File: src/rtl/pwm_sample_decoder_pkg.sv
// pwm_sample_decoder_pkg: shared defaults, sample type and saturation constant for the PWM audio path.
package pwm_sample_decoder_pkg;
  localparam int FRAME_BITS_DEF = 8;
  localparam int FIFO_DEPTH_DEF = 2;
  typedef logic [FRAME_BITS_DEF-1:0] sample_t;
  localparam sample_t SAMPLE_SAT = '1;
endpackage

File: src/rtl/pwm_sample_decoder_if.sv
// pwm_sample_decoder_if: valid/ready sample stream between the decoder FIFO and its consumer.
interface pwm_sample_decoder_if #(parameter int W = pwm_sample_decoder_pkg::FRAME_BITS_DEF) ();
  logic [W-1:0] data;
  logic vld;
  logic rdy;
  modport master (output data, output vld, input rdy);
  modport slave (input data, input vld, output rdy);
endinterface

File: src/rtl/pwm_sample_decoder_sample_fifo.sv
// sample_fifo: power-of-two FIFO with a push/full side and a valid/ready pop side; head reads 0 when empty.
module sample_fifo #(
  parameter int W = 8,
  parameter int DEPTH = 2
) (
  input  logic         clk,
  input  logic         rst,
  input  logic         push_i,
  input  logic [W-1:0] push_data_i,
  output logic         full_o,
  pwm_sample_decoder_if.master pop
);
  localparam int AW = $clog2(DEPTH);
  localparam logic [AW:0] FULL_CNT = (AW+1)'(DEPTH);
  logic [W-1:0] mem_q [DEPTH];
  logic [AW-1:0] rd_q, wr_q;
  logic [AW:0] cnt_q, cnt_d;
  logic pop_ok, push_ok;
  always_comb begin
    full_o = cnt_q == FULL_CNT;
    pop.vld = cnt_q != '0;
    pop.data = pop.vld ? mem_q[rd_q] : '0;
    pop_ok = pop.vld & pop.rdy;
    // A pop in the same cycle frees the slot, so a full FIFO still accepts the push.
    push_ok = push_i & (~full_o | pop_ok);
    cnt_d = cnt_q + (AW+1)'(push_ok) - (AW+1)'(pop_ok);
  end
  always_ff @(posedge clk) begin
    if (rst) begin
      rd_q <= '0;
      wr_q <= '0;
      cnt_q <= '0;
    end else begin
      if (push_ok) wr_q <= wr_q + 1'b1;
      if (pop_ok) rd_q <= rd_q + 1'b1;
      cnt_q <= cnt_d;
    end
  end
  always_ff @(posedge clk) if (push_ok) mem_q[wr_q] <= push_data_i;
endmodule

File: src/rtl/pwm_sample_decoder.sv
// pwm_sample_decoder: counts high cycles per 2^FRAME_BITS-cycle PWM frame and queues each saturated count as a PCM sample.
module pwm_sample_decoder
  import pwm_sample_decoder_pkg::*;
#(
  parameter int FRAME_BITS = FRAME_BITS_DEF,
  parameter int FIFO_DEPTH = FIFO_DEPTH_DEF
) (
  input  logic                  clk,
  input  logic                  reset,
  input  logic                  pwm_in,
  output logic [FRAME_BITS-1:0] pwm_sample_decoder__output_s,
  output logic                  pwm_sample_decoder__output_s_vld,
  input  logic                  pwm_sample_decoder__output_s_rdy,
  output logic                  overflow,
  output logic                  frame_strobe
);
  logic [FRAME_BITS-1:0] cnt_q, res_q, res_d;
  logic [FRAME_BITS:0] acc_q, acc_d;
  logic push_q, ovf_q, last, full, drop;
  pwm_sample_decoder_if #(.W(FRAME_BITS)) s_if ();
  always_comb begin
    last = &cnt_q;
    acc_d = (cnt_q == '0 ? '0 : acc_q) + (FRAME_BITS+1)'(pwm_in);
    res_d = acc_d[FRAME_BITS] ? '1 : acc_d[FRAME_BITS-1:0];
    drop = push_q & full & ~(s_if.vld & s_if.rdy);
  end
  always_ff @(posedge clk) begin
    if (reset) begin
      cnt_q <= '0;
      acc_q <= '0;
      res_q <= '0;
      push_q <= 1'b0;
      ovf_q <= 1'b0;
    end else begin
      cnt_q <= cnt_q + 1'b1;
      acc_q <= acc_d;
      push_q <= last;
      if (last) res_q <= res_d;
      ovf_q <= ovf_q | drop;
    end
  end
  sample_fifo #(.W(FRAME_BITS), .DEPTH(FIFO_DEPTH)) u_fifo (
    .clk        (clk),
    .rst        (reset),
    .push_i     (push_q),
    .push_data_i(res_q),
    .full_o     (full),
    .pop        (s_if.master)
  );
  assign s_if.rdy = pwm_sample_decoder__output_s_rdy;
  assign pwm_sample_decoder__output_s = s_if.data;
  assign pwm_sample_decoder__output_s_vld = s_if.vld;
  assign overflow = ovf_q;
  assign frame_strobe = push_q;
endmodule

File: config.mk
export PLATFORM = sky130hd
export DESIGN_NAME = pwm_sample_decoder
export DESIGN_NICKNAME = d
export VERILOG_FILES = /design/src/rtl/pwm_sample_decoder_pkg.sv /design/src/rtl/pwm_sample_decoder_if.sv /design/src/rtl/pwm_sample_decoder_sample_fifo.sv /design/src/rtl/pwm_sample_decoder.sv
export SDC_FILE = /design/constraint.sdc
export NUM_CORES = 1
export LEC_CHECK = 0
export BUFFER_PORTS_ARGS = -buffer_cell sky130_fd_sc_hd__buf_2
export CAP_MARGIN = 20
export CORE_MARGIN = 4
export CORE_UTILIZATION = 40
export DETAILED_ROUTE_END_ITERATION = 8
export PLACE_DENSITY = 0.67
export SKIP_CTS_REPAIR_TIMING = 1
export SYNTH_ARGS = -nofsm -noshare
export SYNTH_HDL_FRONTEND = slang
export SYNTH_SLANG_ARGS = --single-unit
File: constraint.sdc
create_clock -name clk -period 3.3 [get_ports clk]
set_input_delay 0.33 -clock clk [delete_from_list [all_inputs] [get_ports clk]]
set_output_delay 0.33 -clock clk [all_outputs]
set_load 0.1 [all_outputs]
==> metrics <==
global-route wire length before repair 5490 µm; DR WL/cell 11.2 µm; #FFs+latches synth 48; Placement Rows 25; Flop pwr share 0.569; I/O pin count 15; Critical Path RT 3.48 ns; NetSw 0.303 mW; port buffer count 14; Critical R2R Capture res_q[3]; fraction of layout cells with a size suffix above 1 0.134; Worst-Skew Late Latency 0.30 ns; most frequent cell after synthesis dfxtp_1; Synth top cells by count 32 x dfxtp_1, 24 x nor2_1, 16 x edfxtp_1; DP HPWL 2190 µm; M1 WL 1510 µm; Die X 78.0 µm; Post-Syn Area 1960 µm²; Core Region 4720 µm²; Layout area overhead 11.4%; fraction of registers with async set/reset 0; status finished clean; setup violators final 0; Hold EP overflow; final WL 3010 µm; sw frac 0.271; clk slew on worst S/H paths 0.08 ns; fmax 363 MHz; hold path depth 4; via count 1277; Least-Margin Pin Slew 0.691 ns; Final #Nets 210; clock group share of total power 0.302; peak supply drop 0.232 mV; sequential fraction of the synthesis area 0.572; vias in the first global route 1219; initial cell density of the core 0.415; Syn Inst Count 183; predominant post-synthesis flop cell dfxtp_1; Routability Congestion 0.720; skew final 0.00424 ns; highest metal used met4; metal2 WL 1320 µm; CTS tree built; Routed met3 length 116 µm; DIE HEIGHT 78.0 µm; max-cap viol count 0; headroom to the max-slew limit 0.539; Syn. warnings 0; net count after synthesis 193; Hold WC Path Type in2reg; cell mode on critical path ha_1; synth top area cells dfxtp_1 33%, edfxtp_1 25%, nor2_1 4.6%; GRT overflow 0; vias per std cell 4.76; drt initial violations 60; CTS root buffer clkbuf_8; Worst R2R Setup Slack 0.55 ns; Critical Path Sink Type flop; Internal Power 0.814 mW; First-pass DRT Iterations 4; Slew Viols, Final 0; critical path class reg2reg; Worst R2R Path Depth 11; Final Hold Vio Count 0; Synth cell types 31; worst hold start pwm_sample_decoder__output_s_rdy; PwrDens 511 nW/µm²; die area 6080 µm²; share of the synthesized area in the top cell type 0.327; RSZ-0062 raised after global routing no; # clock sinks 48; DR DRC count 0; total CTS buffers 5; Avg Cell Area, Syn 10.7 µm²; Final Util 0.462; number of enable flip-flop cells after synthesis 16; Tot GR Track Use 0.115; Slowest cell on crit path or4b_4; H-Tree Level Count 2; Period minus WS final 2.75 ns; Fillers 455; critical-path maximum fanout 9; ANT cells 0; Tcrit/Tclk final 0.834; Synth area leader dfxtp_1; post-route ant nets 0; CP peak stage delay 0.46 ns; origin of the critical flop-to-flop path cnt_q[0]; largest net degree at the start of global routing 23; CP Data Arrival Time 2.93 ns; CTS Buffer Depth 2; antenna violations before repair 0; Comb pwr share 0.129; Worst setup SP type flop; Leakage 0.832 nW; worst path cell trace inv_1, ha_1, or4b_4, or4_1, and2_2, ha_1, ha_1, nand3_1, nor3_1, o21ai_4, a31oi_1; sum of negative setup slack 0 ns
## layout by cell type (no fill, tap or decap), types with 3 or more instances in the layout
cell type,instances
mux2i_1,8
buf_2,14
a21oi_1,4
edfxtp_1,16
inv_1,9
nor2b_1,5
xnor2_1,6
xor2_1,5
o21ai_0,13
nor2_1,24
nand2_1,6
a31oi_1,7
dfxtp_1,32
o211a_1,3
ha_1,6
o21a_1,5
nand3_1,8
clkbuf_8,5
nor3_1,7
## kinds of logic after synthesis
kind of cell	Yosys count	share of synthesized area
DFF	48	0.572
muxes	8	0.0409
buffers and inverters	15	0.0332
adders and majority gates	6	0.0383
AOI/OAI and AO/OA	34	0.113
and+or+nand+nor	61	0.153
xor gates and xnor gates	11	0.0492
## power by group through the flow
stage | logic, mW | clock network (mW) | registers (mW)
final | 0.144 | 0.337 | 0.635
after global placement | 0.144 | 0 | 0.649
after detailed placement | 0.146 | 0 | 0.650
after floorplan | 0.132 | 0 | 0.640
after CTS | 0.147 | 0.351 | 0.636
after global routing | 0.158 | 0.376 | 0.639
## flip-flops by register name, indices dropped and copies added (netlist names), named ones only
name          count
acc_q             9
cnt_q             8
frame_strobe      1
overflow          1
res_q             8
u_fifo.cnt_q      2
u_fifo.mem_q     16
u_fifo.rd_q       1
u_fifo.wr_q       1
## through the flow
| step | hold WS [ns] | total power [mW] | worst slack [ns] | instance area, µm² | std cells |
|---|---|---|---|---|---|
| finish | 0.396 | 1.12 | 0.548 | 2180 | 268 |
| global route | 0.423 | 1.17 | 0.388 | 2180 | 268 |
| detailed placement | 0.436 | 0.796 | 0.545 | 2100 | 260 |
| CTS | 0.389 | 1.13 | 0.531 | 2180 | 268 |
| floorplan | 0.402 | 0.772 | 0.573 | 1960 | 183 |
| global placement | 0.428 | 0.793 | 0.619 | 2100 | 260 |
## worst max path at each step
stage	endpoint	cells after the start	startpoint	slack, ns
floorplan	res_q[2]	12	cnt_q[0]	0.57
global placement	res_q[5]	11	cnt_q[0]	0.62
detailed placement	res_q[3]	11	cnt_q[0]	0.54
CTS	res_q[3]	11	cnt_q[0]	0.53
global route	res_q[5]	11	cnt_q[0]	0.39
finish	res_q[3]	11	cnt_q[0]	0.55
## final cells by class
cell class,count,area [µm²],share of cell area
sequential,48,1120,0.513
multi-input combinational,120,773,0.354
timing repair buffer,16,85.1,0.0390
tap,67,83.8,0.0384
clock buffer,5,68.8,0.0315
inverter,9,33.8,0.0155
clock inverter,3,17.5,0.00802
## critical path: cells and delay by family, from the launching register on
family	cells	cell delay, ns
and+or+nand+nor	5	1.29
adders and majority gates	3	0.57
AOI/OAI and AO/OA	2	0.36
DFF	1	0.34
buffers and inverters	1	0.06
## per-layer routing
layer	up-vias	global-route usage
li1	680	-
met5	-	0
met3	8	0.0348
met4	0	0.0577
met2	17	0.181
met1	572	0.143
No activity file was read; power rests on OpenSTA's default activity.
